**src/rtl/uart_rx_param.sv**
```systemverilog
// Parametrised receive-only UART: 3-flop synchroniser, mid-bit sampling FSM,
// show-ahead receive FIFO and sticky framing/parity/overrun flags.
module uart_rx_param #(
    parameter int unsigned CLKS_PER_BIT = 712,
    parameter int unsigned DATA_BITS    = 8,
    parameter int unsigned PARITY       = 0,
    parameter int unsigned FIFO_DEPTH   = 4
) (
    input  logic                                clock,
    input  logic                                reset,
    input  logic                                rxd,
    output logic [7:0]                          rx_data,
    output logic                                rx_full,
    input  logic                                ack,
    output logic [$clog2(FIFO_DEPTH + 1)-1:0]   rx_level,
    output logic                                framing_error,
    output logic                                parity_error,
    output logic                                overrun,
    input  logic                                clear_errors
);
    localparam int unsigned TMR_W = $clog2(CLKS_PER_BIT);
    localparam int unsigned PTR_W = $clog2(FIFO_DEPTH);
    localparam int unsigned CNT_W = PTR_W + 1;
    localparam int unsigned LVL_W = $clog2(FIFO_DEPTH + 1);
    localparam logic [TMR_W-1:0] HALF_BIT = TMR_W'(CLKS_PER_BIT / 2 - 1);
    localparam logic [TMR_W-1:0] FULL_BIT = TMR_W'(CLKS_PER_BIT - 1);
    localparam logic [2:0]       LAST_BIT = 3'(DATA_BITS - 1);

    typedef enum logic [2:0] {
        S_IDLE, S_START, S_DATA, S_PARITY, S_STOP, S_BREAK
    } state_t;

    logic [2:0]           r_sync;
    logic                 w_rxd_s;
    state_t               r_state, w_state_n;
    logic [TMR_W-1:0]     r_timer, w_timer_n;
    logic [2:0]           r_bit_cnt, w_bit_cnt_n;
    logic [DATA_BITS-1:0] r_shift, w_shift_n;
    logic                 r_par_bad, w_par_bad_n;
    logic                 w_sample, w_push, w_stop_bad;

    logic [7:0]           r_mem [FIFO_DEPTH];
    logic [CNT_W-1:0]     r_wr_ptr, r_rd_ptr, w_wr_ptr_n, w_rd_ptr_n;
    logic [CNT_W-1:0]     w_count, w_count_n;
    logic                 w_pop, w_full, w_wr_en, w_ovr_evt;
    logic [7:0]           w_push_data, w_head_n;
    logic [7:0]           r_rx_data;
    logic                 r_rx_full, r_ferr, r_perr, r_ovr;
    logic [LVL_W-1:0]     r_rx_level;

    // Preset to idle-high so reset never looks like a start edge
    always_ff @(posedge clock) begin
        if (reset) r_sync <= 3'b111;
        else       r_sync <= {r_sync[1:0], rxd};
    end
    assign w_rxd_s  = r_sync[2];
    assign w_sample = (r_timer == '0);

    always_ff @(posedge clock) begin
        if (reset) begin
            r_state   <= S_IDLE;
            r_timer   <= '0;
            r_bit_cnt <= '0;
            r_shift   <= '0;
            r_par_bad <= 1'b0;
        end else begin
            r_state   <= w_state_n;
            r_timer   <= w_timer_n;
            r_bit_cnt <= w_bit_cnt_n;
            r_shift   <= w_shift_n;
            r_par_bad <= w_par_bad_n;
        end
    end

    always_comb begin
        w_state_n   = r_state;
        w_timer_n   = r_timer;
        w_bit_cnt_n = r_bit_cnt;
        w_shift_n   = r_shift;
        w_par_bad_n = r_par_bad;
        w_push      = 1'b0;
        w_stop_bad  = 1'b0;
        if (r_state != S_IDLE && !w_sample) w_timer_n = r_timer - TMR_W'(1);
        unique case (r_state)
            S_IDLE: begin
                if (!w_rxd_s) begin
                    w_state_n   = S_START;
                    w_timer_n   = HALF_BIT;
                    w_par_bad_n = 1'b0;
                end
            end
            S_START: begin
                if (w_sample) begin
                    if (w_rxd_s) begin
                        w_state_n = S_IDLE;
                    end else begin
                        w_state_n   = S_DATA;
                        w_timer_n   = FULL_BIT;
                        w_bit_cnt_n = '0;
                    end
                end
            end
            S_DATA: begin
                if (w_sample) begin
                    w_shift_n   = {w_rxd_s, r_shift[DATA_BITS-1:1]};
                    w_timer_n   = FULL_BIT;
                    w_bit_cnt_n = r_bit_cnt + 3'd1;
                    if (r_bit_cnt == LAST_BIT)
                        w_state_n = (PARITY != 0) ? S_PARITY : S_STOP;
                end
            end
            S_PARITY: begin
                // Odd parity wants XOR(data, p) = 1, even wants 0
                if (w_sample) begin
                    w_par_bad_n = (^{r_shift, w_rxd_s}) ^ (PARITY == 1);
                    w_timer_n   = FULL_BIT;
                    w_state_n   = S_STOP;
                end
            end
            S_STOP: begin
                if (w_sample) begin
                    if (w_rxd_s) begin
                        w_push    = 1'b1;
                        w_state_n = S_IDLE;
                    end else begin
                        w_stop_bad = 1'b1;
                        w_state_n  = S_BREAK;
                    end
                end
            end
            S_BREAK: begin
                if (w_rxd_s) w_state_n = S_IDLE;
            end
            default: w_state_n = S_IDLE;
        endcase
    end

    assign w_push_data = 8'(r_shift);
    assign w_count     = r_wr_ptr - r_rd_ptr;
    assign w_full      = (w_count == CNT_W'(FIFO_DEPTH));
    assign w_pop       = ack && (w_count != '0);
    assign w_wr_en     = w_push && (!w_full || w_pop);
    assign w_ovr_evt   = w_push && w_full && !w_pop;
    assign w_rd_ptr_n  = r_rd_ptr + CNT_W'(w_pop);
    assign w_wr_ptr_n  = r_wr_ptr + CNT_W'(w_wr_en);
    assign w_count_n   = w_wr_ptr_n - w_rd_ptr_n;

    // Next head: the incoming byte when it lands in the head slot, else memory
    always_comb begin
        w_head_n = '0;
        if (w_count_n != '0) begin
            if (w_wr_en && (w_rd_ptr_n[PTR_W-1:0] == r_wr_ptr[PTR_W-1:0]))
                w_head_n = w_push_data;
            else
                w_head_n = r_mem[w_rd_ptr_n[PTR_W-1:0]];
        end
    end

    always_ff @(posedge clock) begin
        if (w_wr_en) r_mem[r_wr_ptr[PTR_W-1:0]] <= w_push_data;
    end

    always_ff @(posedge clock) begin
        if (reset) begin
            r_wr_ptr   <= '0;
            r_rd_ptr   <= '0;
            r_rx_data  <= '0;
            r_rx_full  <= 1'b0;
            r_rx_level <= '0;
            r_ferr     <= 1'b0;
            r_perr     <= 1'b0;
            r_ovr      <= 1'b0;
        end else begin
            r_wr_ptr   <= w_wr_ptr_n;
            r_rd_ptr   <= w_rd_ptr_n;
            r_rx_data  <= w_head_n;
            r_rx_full  <= (w_count_n != '0);
            r_rx_level <= LVL_W'(w_count_n);
            r_ferr     <= (r_ferr && !clear_errors) || w_stop_bad;
            r_perr     <= (r_perr && !clear_errors) || (w_push && r_par_bad);
            r_ovr      <= (r_ovr  && !clear_errors) || w_ovr_evt;
        end
    end

    assign rx_data       = r_rx_data;
    assign rx_full       = r_rx_full;
    assign rx_level      = r_rx_level;
    assign framing_error = r_ferr;
    assign parity_error  = r_perr;
    assign overrun       = r_ovr;
endmodule
```
**config.mk**
```make
export PLATFORM = sky130hd
export DESIGN_NAME = uart_rx_param
export DESIGN_NICKNAME = d
export VERILOG_FILES = /design/src/rtl/uart_rx_param.sv
export SDC_FILE = /design/constraint.sdc
export NUM_CORES = 1
export LEC_CHECK = 0
export ABC_AREA = 1
export CORE_AREA = 10 10 90 92
export CTS_CLUSTER_DIAMETER = 200
export DETAILED_ROUTE_END_ITERATION = 7
export DIE_AREA = 0 0 100 102
export HOLD_SLACK_MARGIN = 0.15
export PLACE_DENSITY = 0.78
export SLEW_MARGIN = 20
export SYNTH_ARGS = -nofsm -noshare
export SYNTH_HDL_FRONTEND = slang
export SYNTH_SLANG_ARGS = --single-unit
```
**constraint.sdc**
```tcl
create_clock -name clock -period 3.6 [get_ports clock]
set_input_delay 0.72 -clock clock [delete_from_list [all_inputs] [get_ports clock]]
set_output_delay 0.72 -clock clock [all_outputs]
set_load 0.01 [all_outputs]
```
=== After elaboration in Yosys (flattened, before gate mapping) ===
Memory sizes are Yosys's and may differ from the RTL's. A register that Yosys moved wholly into a read port is not among the register bits.
Index checks and enable logic that the tools add are counted.

* Add/subtract/negate cells: 6
* Equality and inequality tests: 15
* Mux-type cells: 31
* Bitwise gates (word level): 1
* Reduce and logical (&&, ||, !) cells: 31

{| class="wikitable"
|+ Operators by type and width
! cell !! count
|-
| two-way mux 10 bit || 5
|-
| two-way mux 3 bit || 11
|-
| one-hot mux 10 bit (3 select lines) || 1
|-
| one-hot mux 3 bit (6 select lines) || 1
|-
| != test 2 bit (second input constant) || 8
|-
| equality test 3 bit (second input constant) || 4
|-
| zero test 10 bit || 1
|-
| two-way mux 1 bit || 10
|-
| subtractor 10 x 1 -> 10 bit (second input constant) || 1
|-
| logical AND 1 bit || 9
|-
| nonzero test 3 bit || 3
|-
| parity 9 bit || 1
|-
| AND reduction 7 bit || 1
|-
| adder 3 x 1 -> 3 bit || 2
|-
| equality test 3 x 2 -> 1 bit (second input constant) || 2
|-
| one-hot mux 3 bit (2 select lines) || 1
|-
| subtractor 3 bit || 2
|-
| zero test 1 bit || 4
|-
| logical OR 1 bit || 4
|-
| AND reduction 4 bit || 1
|-
| nonzero test 2 bit || 2
|-
| OR reduction 2 bit || 2
|-
| adder 3 x 1 -> 3 bit (second input constant) || 1
|-
| equality test 3 x 1 -> 1 bit (second input constant) || 1
|-
| 6 further kinds || 6
|}

* Flip-flop bits (word level): 41
* Bits in writable memories: 32
* Input bits: 5
* Output and inout port bits: 15
* Logic and storage cells: 98
* Memories: 1

{| class="wikitable"
|+ Memory list
! memory !! depth !! width !! rd ports !! clocked after memory_dff !! wr ports !! line !! source
|-
| r_mem || 4 || 8 || 1 || 1 || 1 || 42 || <nowiki>logic [7:0] r_mem [FIFO_DEPTH];</nowiki>
|}

=== Depth between registers and ports, before layout ===
Gate-level depths: netlist of run 1.

* Word-level depth: 10
* Gate-level depth with buffers: 22
* Mapped depth without buffers: 21

=== Worst setup path after synthesis of run 1 ===
Ideal clock, no wire load.

* Kind: register to register
* Start point: register r_wr_ptr[1]
* End point: register r_rx_data[2] (netlist: rx_data[2]) (read register of r_mem)
* Setup time: 0.113 ns
* Arrival: 2.697 ns
* Required time: 3.487 ns
* Slack: 0.790 ns
* Cell stages (with the launch flop): 20
* Path buffers: 0
* Clock period less this slack: 2.810 ns
* Cell sequence: dfxtp_1 ha_1 inv_1 nor2_1 nor2_1 nand2b_1 nand2_1 nand3_1 nand2_1 inv_1 ha_1 ha_1 fa_1 nand3b_1 nand3b_1 nand2_1 o21ai_1 inv_2 nand2_1 nor2_1

* Elaborated cells on any way between the ends: 13
* Classes of those cells: 4 x add/sub; 1 x eq/ne; 1 x bitwise; 7 x reduce/logical

{| class="wikitable"
|+ RTL lines
! item !! line !! source
|-
| start, declared || 43 || <nowiki>logic [CNT_W-1:0] r_wr_ptr, r_rd_ptr, w_wr_ptr_n, w_rd_ptr_n;</nowiki>
|-
| start signal, assigned || 174 || <nowiki>r_wr_ptr <= w_wr_ptr_n;</nowiki>
|-
| subtractor 3 bit * || 139 || <nowiki>assign w_count = r_wr_ptr - r_rd_ptr;</nowiki>
|-
| nonzero test 3 bit * || 141 || <nowiki>assign w_pop = ack && (w_count != '0);</nowiki>
|-
| logical AND 1 bit * || 141 ||
|-
| adder 3 x 1 -> 3 bit * || 144 || <nowiki>assign w_rd_ptr_n = r_rd_ptr + CNT_W'(w_pop);</nowiki>
|-
| net w_rd_ptr_n[1] || 43 ||
|-
| subtractor 3 bit || 146 || <nowiki>assign w_count_n = w_wr_ptr_n - w_rd_ptr_n;</nowiki>
|-
| nonzero test 3 bit || 151 || <nowiki>if (w_count_n != '0) begin</nowiki>
|-
| NOT 1 bit (no line) || - ||
|-
| OR reduction 2 bit (no line) || - ||
|-
| end, declared || 47 || <nowiki>logic [7:0] r_rx_data;</nowiki>
|}

The timed path passes the listed nets; every way through them passes the cells marked *.
A chain may end at the register's enable or synchronous reset.

=== Worst setup path after layout of run 1 ===
* Start point: register r_wr_ptr[1]
* End point: register r_rx_data[4] (netlist: rx_data[4]) (read register of r_mem)

The elaborated chain is that of the path after synthesis.

==> metrics.md, run 1 <==
| Metric | Value |
|---|---|
| CP max-delay cell | `dfxtp_1` |
| Cell count after synthesis | `436` |
| Critical Path AT | `3.53 ns` |
| Pre-CTS setup slack | `0.303 ns` |
| Fmax | `0.309 GHz` |
| Worst Setup Slack, final | `0.365 ns` |
| Highest cell delay on the worst timing path | `0.46 ns` |
| Largest net degree at the start of global routing | `30` |
| Setup TNS | `0 ns` |
| Seq cells post-synth | `81` |
| Gr ovfl total | `0` |
| Number of vias per cell | `5.25` |
| Mean Syn Cell Area | `8.41 sq um` |
| Final hold violations | `0` |
| Cell Area, Placed | `3940 sq um` |
| H-tree depth | `3` |
| Largest family of logic cells by synthesized area | `simple AND/OR/NAND/NOR gates` |
| DRT antenna net count | `0` |
| CTS tree | `yes` |
| CP Capture Type | `register` |
| Clk sink count | `81` |
| Mux contribution to synthesized area | `0` |
| Ordered cell list for the critical path | `ha_1, inv_1, nor2_1, nor2_1, nand2b_1, nand2_1, nand3_1, nand2_1, inv_1, ha_1, ha_1, fa_1, nand3b_1, nand2_1, nand2_1, nand2_1, o21ai_1, inv_2, nand2_1, nor2_1` |
| Synth Area in Compound Gates | `0.108` |
| CTS root buf | `clkbuf_8` |
| Pwr per Cell Area | `691 nW/um^2` |
| Final Skew | `0.0101 ns` |
| HP Class | `register to register` |
| Post-route cell area | `4140 sq um` |
| Post-cts resize count | `0` |
| Leak | `1.82 nW` |
| Worst Setup Start Kind | `register` |
| Share of cells above drive strength 1 | `0.0839` |
| Core area | `6280 sq um` |
| Crit share post-route | `0.899` |
| Area of the mapped netlist | `3670 sq um` |
| Seq/Total Area, Yosys | `0.530` |
| Final HPWL DP | `5220 microns` |
| Die footprint | `10200 sq um` |
| Max clock buf depth | `2` |
| CTS Hold Bufs | `0` |
| Fin nets | `477` |
| Initial DRT Pass Iterations | `5` |
| CTS clk-pin slew, worst paths | `0.08 ns` |
| Mapped Nets | `453` |
| Post-synthesis simple-gate area fraction | `0.219` |
| Max-capacitance violation count | `0` |
| Wire length per cell | `13.7 microns` |
| Rel. slew slack | `0.423` |
| Critical path's most frequent cell | `nand2_1` |
| RSZ-0062 raised after global routing | `false` |
| Row cnt | `29` |
| Number of diodes | `0` |
| Final setup viols | `0` |
| Layout filler cell count | `526` |
| First-pass GRT wire length | `12200 microns` |
| Die Ht | `102 microns` |
| WS Path Type | `register to register` |
| Critical-path maximum fanout | `10` |
| Peak supply drop | `0.463 mV` |
| I/O pins | `20` |
| I/O Buffers | `19` |
| Worst Path Required | `3.89 ns` |
| Vias in the first global route | `2676` |
| Area Growth Syn to Fin | `12.9%` |
| Placer Congestion | `0.890` |
| Final WL | `7440 microns` |
| Residual DRC | `0` |
| Count of cell types in the netlist | `33` |
| Initial antenna violation count | `0` |
| Number of CTS-inserted buffers | `9` |
| Setup Fix Bufs, Post-CTS | `0` |
| Final Critical Period | `3.23 ns` |
| Clk_lat worst skew | `0.36 ns` |
| Initial drt markers | `156` |
| Tot GR Track Use | `0.149` |
| Slew @ Worst Pin | `0.862 ns` |
| Max-slew violation count | `0` |
| Adder and majority gate portion of the synthesized area | `0.0430` |
| Synth Area in XOR/XNOR | `0.0263` |
| Starting Density | `0.584` |
| Die width | `100 microns` |
| Via Count | `2848` |
| Outcome | `finished clean` |
| Synth warn | `0` |
[synth_stat cells, drive strengths merged]
| library cell | count | share of area |
|---|---|---|
| a211oi | 1 | 0.0034 |
| a21oi | 28 | 0.038 |
| a31oi | 2 | 0.0034 |
| buf | 3 | 0.0058 |
| clkbuf | 7 | 0.0072 |
| dfxtp | 49 | 0.27 |
| edfxtp | 32 | 0.26 |
| fa | 1 | 0.0055 |
| ha | 11 | 0.038 |
| inv | 60 | 0.061 |
| nand2 | 82 | 0.085 |
| nand2b | 1 | 0.0017 |
| nand3 | 16 | 0.023 |
| nand3b | 4 | 0.0082 |
| nand4 | 4 | 0.0068 |
| nor2 | 75 | 0.081 |
| nor3 | 1 | 0.0044 |
| nor3b | 1 | 0.0020 |
| o211ai | 1 | 0.0020 |
| o21ai | 33 | 0.045 |
| o22ai | 8 | 0.014 |
| o31ai | 1 | 0.0020 |
| or2 | 4 | 0.0068 |
| xnor2 | 7 | 0.017 |
| xor2 | 4 | 0.0096 |
[power breakdown]
group / internal, mW / leakage (nW) / switching, mW
logic: 0.396 / 1.02 / 0.717
registers: 1.03 / 0.694 / 0.0449
clock network: 0.340 / 0.100 / 0.333
total: 1.76 / 1.82 / 1.09
[worst max-delay path: cells and delay by family (launching register included)]
family,cells,cell delay (ns)
AOI/OAI and AO/OA,1,0.07
DFF,1,0.46
and+or+nand+nor,12,1.03
buffers and inverters,3,0.28
adders and majority gates,4,1.36
[logic make-up (layout without fill, tap and decap cells)]
logic type | Yosys count | count (layout)
AND/OR/NAND/NOR | 188 | 188
flip-flops | 81 | 81
AO/OA/AOI/OAI | 74 | 74
buffers and inverters | 70 | 99
adder cells (fa/ha/maj) | 12 | 12
XOR/XNOR | 11 | 11
[registers in the layout, indices dropped and copies added, names as in the netlist]
| register | count |
|---|---|
| r_mem | 32 |
| r_timer | 10 |
| r_shift | 8 |
| rx_data | 8 |
| r_bit_cnt | 3 |
| r_rd_ptr | 3 |
| r_state | 3 |
| r_sync | 3 |
| r_wr_ptr | 3 |
| rx_level | 3 |
| framing_error | 1 |
| overrun | 1 |
| parity_error | 1 |
| r_par_bad | 1 |
| rx_full | 1 |
[routing by layer]
layer / share of wire / track usage / up-vias
li1: - / - / 1457
met1: 0.44 / 0.174 / 1328
met2: 0.50 / 0.262 / 54
met3: 0.050 / 0.0304 / 9
met4: 0.014 / 0.0641 / 0
met5: 0 / 0 / -
[area by class of cell]
type,instances,area [sq um],share of cell area
flip-flops and latches,81,1940,0.469
clock buffers,10,138,0.0332
repair buffers,23,220,0.0532
inverters,60,225,0.0544
well taps,77,96.3,0.0233
clock inverters,6,67.6,0.0163
multi-input cells,285,1450,0.351
[final timing paths]
| check | depth (start not counted) | slack, ns | endpoint | from |
|---|---|---|---|---|
| worst min-delay path | 1 | 0.41 | r_sync[1]$_SDFF_PP1_ | r_sync[0]$_SDFF_PP1_ |
| worst max-delay path | 20 | 0.37 | rx_data[4]$_SDFF_PP0_ | r_wr_ptr[1]$_SDFF_PP0_ |
| worst max register to register | 20 | 0.37 | rx_data[4]$_SDFF_PP0_ | r_wr_ptr[1]$_SDFF_PP0_ |
| worst min register to register | 1 | 0.41 | r_sync[1]$_SDFF_PP1_ | r_sync[0]$_SDFF_PP1_ |
[per-stage QoR]
step	hold slack [ns]	utilization	power, mW	instances
6_report	0.413	0.660	2.86	542
5_1_grt	0.427	0.660	3.07	542
4_1_cts	0.417	0.660	2.87	542
3_5_place_dp	0.398	0.627	2.20	526
3_3_place_gp	0.392	0.627	2.15	526
2_1_floorplan	0.389	-	1.91	436
[cell usage in the layout, fill, tap and decap left out, types with 7 or more instances in the layout]
cell,instances
ha_1,11
o21ai_1,14
clkbuf_8,10
o21ai_0,19
edfxtp_1,32
a21oi_1,28
dfxtp_1,49
clkdlybuf4s50_1,19
nand2_1,81
inv_2,9
xnor2_1,7
nand3_1,15
nor2_1,71
inv_1,51
o22ai_1,8
No activity file was read; power rests on OpenSTA's default activity.
==> inputs of run 2 (changes only) <==
--- a/config.mk
+++ b/config.mk
@@ -12,6 +12,7 @@
 export DIE_AREA = 0 0 100 102
 export HOLD_SLACK_MARGIN = 0.15
 export PLACE_DENSITY = 0.78
+export SETUP_SLACK_MARGIN = 0.5
 export SLEW_MARGIN = 20
 export SYNTH_ARGS = -nofsm -noshare
 export SYNTH_HDL_FRONTEND = slang
==> metrics.md, run 2 (synthesized netlist as in run 1, its figures left out) <==
| Metric | Value |
|---|---|
| CTS tree | `yes` |
| Wire length per cell | `15.0 microns (+9.4%)` |
| CTS clk-pin slew, worst paths | `0.09 ns (about the same)` |
| Peak supply drop | `0.497 mV (+7.4%)` |
| WL met1 | `3480 microns (+6.9%)` |
| Residual DRC | `0 (unchanged)` |
| HP Class | `register to register` |
| First-pass GRT wire length | `12900 microns (+5.0%)` |
| Leak | `1.85 nW (+2.1%)` |
| Initial antenna violation count | `0 (unchanged)` |
| Max reg flops | `32 (unchanged)` |
| Placer Congestion | `0.890 (unchanged)` |
| Starting Density | `0.584 (unchanged)` |
| Met2 WL | `4230 microns (+14%)` |
| Final core occ | `0.694 (+0.0349)` |
| Final WL | `8250 microns (+11%)` |
| Final hold violations | `0 (unchanged)` |
| Reg area | `1950 sq um (+0.45%)` |
| Highest cell delay on the worst timing path | `0.44 ns (-0.02 ns)` |
| Share of cells above drive strength 1 | `0.156 (+0.0726)` |
| Critical-path maximum fanout | `4 (-6)` |
| Gr ovfl total | `0 (unchanged)` |
| Final Critical Period | `3.11 ns (-0.129 ns)` |
| Number of vias per cell | `5.39 (+2.7%)` |
| Die footprint | `10200 sq um (unchanged)` |
| WS Path Type | `primary input to register` |
| Layout filler cell count | `503 (-4.4%)` |
| Worst Setup Slack, final | `0.494 ns (+0.129 ns)` |
| CP max-delay cell | `clkdlybuf4s50_1` |
| Max-slew violation count | `0 (unchanged)` |
| Final HPWL DP | `5220 microns (unchanged)` |
| Worst Setup Start Kind | `primary input` |
| Number of diodes | `0 (unchanged)` |
| Ordered cell list for the critical path | `clkdlybuf4s50_1, nor2_2, a31oi_4, ha_4, inv_1, ha_4, fa_2, nand3b_1, nand3b_1, nand2_2, o21ai_4, clkinvlp_4, nand2_1, nor2_1` |
| Outcome | `finished clean` |
| Max-capacitance violation count | `0 (unchanged)` |
| H-tree depth | `3 (unchanged)` |
| Setup TNS | `0 ns (unchanged)` |
| Pwr per Cell Area | `721 nW/um^2 (+4.4%)` |
| Initial DRT Pass Iterations | `4 (-1)` |
| Reg-to-Reg End | `rx_data[7]$_SDFF_PP0_` |
| Area Growth Syn to Fin | `18.9%` |
| Multi-input logic area | `1600 sq um (+10%)` |
| Final Skew | `0.0109 ns (+0.000743 ns)` |
| Clk sink count | `81 (unchanged)` |
| Worst setup path startpoint | `ack` |
| Die Ht | `102 microns (unchanged)` |
| Tot GR Track Use | `0.157 (+0.00806)` |
| Commonest cells after routing, fill and taps aside | `nand2_1, nor2_1, dfxtp_1` |
| Reg2reg setup slack | `0.49 ns (+0.13 ns)` |
| DRT antenna net count | `0 (unchanged)` |
| DR top layer | `met4` |
| Met3 WL post-DR | `401 microns (+8.7%)` |
| Max clock buf depth | `2 (unchanged)` |
| Clk_lat worst skew | `0.36 ns (about the same)` |
| Vias in the first global route | `2787 (+4.1%)` |
| Fmax | `0.322 GHz (+4.1%)` |
| Core area | `6280 sq um (unchanged)` |
| RSZ-0062 raised after global routing | `true` |
| Worst Path Required | `3.86 ns (-0.03 ns)` |
| Slew @ Worst Pin | `0.914 ns (+0.0515 ns)` |
| Crit share post-route | `0.863 (-0.0357)` |
| Rel. slew slack | `0.389 (-0.0345)` |
| Most common cell after layout, fill and taps aside | `nand2_1` |
| Reg2Reg Launch Point | `r_wr_ptr[0]$_SDFF_PP0_` |
| Largest net degree at the start of global routing | `30 (unchanged)` |
| Setup crit end | `rx_data[7]$_SDFF_PP0_` |
| Die width | `100 microns (unchanged)` |
| Pre-CTS setup slack | `0.303 ns (unchanged)` |
| Via Count | `2967 (+4.2%)` |
| CP Capture Type | `register` |
| I/O pins | `20 (unchanged)` |
| Initial drt markers | `179 (+15%)` |
| Final setup viols | `0 (unchanged)` |
| CTS root buf | `clkbuf_8` |
| R2r worst-path depth | `16 (-20%)` |
| I/O Buffers | `19 (unchanged)` |
| Fin nets | `485 (+1.7%)` |
| Row cnt | `29 (unchanged)` |
| Critical Path AT | `3.37 ns (-0.16 ns)` |
| Number of CTS-inserted buffers | `9 (unchanged)` |
==> run 2: changes by cell type in the layout (fill, tap and decap cells not counted), sizes merged <==
cell,before,now
buf,4,11
clkinvlp,1,2
==> run 2: power breakdown <==
part	leakage, nW	total, mW	internal, mW	switching, mW
clock	0.100	0.681	0.340	0.340
sequential	0.696	1.08	1.03	0.0511
combinational	1.06	1.38	0.524	0.859
total	1.85	3.14	1.89	1.25
==> run 2: area by class of cell <==
class                           instances  area share
Sequential cell                        81       0.447
Timing Repair Buffer                   30      0.0626
Tap cell                               77      0.0221
Clock buffer                           10      0.0316
Clock inverter                          6      0.0155
Inverter                               60      0.0517
Timing Repair inverter                  1     0.00172
Multi-Input combinational cell        285       0.367
==> run 2: what timing repair did <==
item,in CTS,in global routing
setup buffers,2,5
cloned,1,0
pin swaps,6,14
hold buffers,0,0
resized for setup,22,18
endpoints found under the setup margin,8,9
==> run 2: per-layer routing <==
layer,track usage,vias to the layer above
met4,0.0717,0
li1,-,1478
met1,0.179,1404
met3,0.0337,13
met5,0,-
met2,0.279,72
==> run 2: through the flow <==
stage / instances / area, sq um / hold WS, ns / total power, mW
2_1_floorplan: 436 / 3670 / 0.389 / 1.91
3_3_place_gp: 526 / 3940 / 0.392 / 2.15
3_5_place_dp: 526 / 3940 / 0.398 / 2.20
4_1_cts: 545 / 4260 / 0.417 / 2.98
5_1_grt: 550 / 4360 / 0.427 / 3.34
6_report: 550 / 4360 / 0.413 / 3.14
==> run 2: worst min-delay path by stage <==
stage                         startpoint                   end  slack (ns)  cells after the start
floorplan           r_sync[0]$_SDFF_PP1_  r_sync[1]$_SDFF_PP1_        0.39                      1
global placement    r_sync[0]$_SDFF_PP1_  r_sync[1]$_SDFF_PP1_        0.39                      1
detailed placement  r_sync[0]$_SDFF_PP1_  r_sync[1]$_SDFF_PP1_        0.40                      1
CTS                 r_sync[0]$_SDFF_PP1_  r_sync[1]$_SDFF_PP1_        0.42                      1
global route        r_sync[1]$_SDFF_PP1_  r_sync[2]$_SDFF_PP1_        0.43                      1
finish              r_sync[0]$_SDFF_PP1_  r_sync[1]$_SDFF_PP1_        0.41                      1
==> run 2: worst max-delay path: cells and delay by family <==
kind	cells	cell delay (ns)
buffers and inverters	3	0.70
and+or+nand+nor	6	0.79
adders and majority gates	3	0.82
AOI/OAI and AO/OA	2	0.34
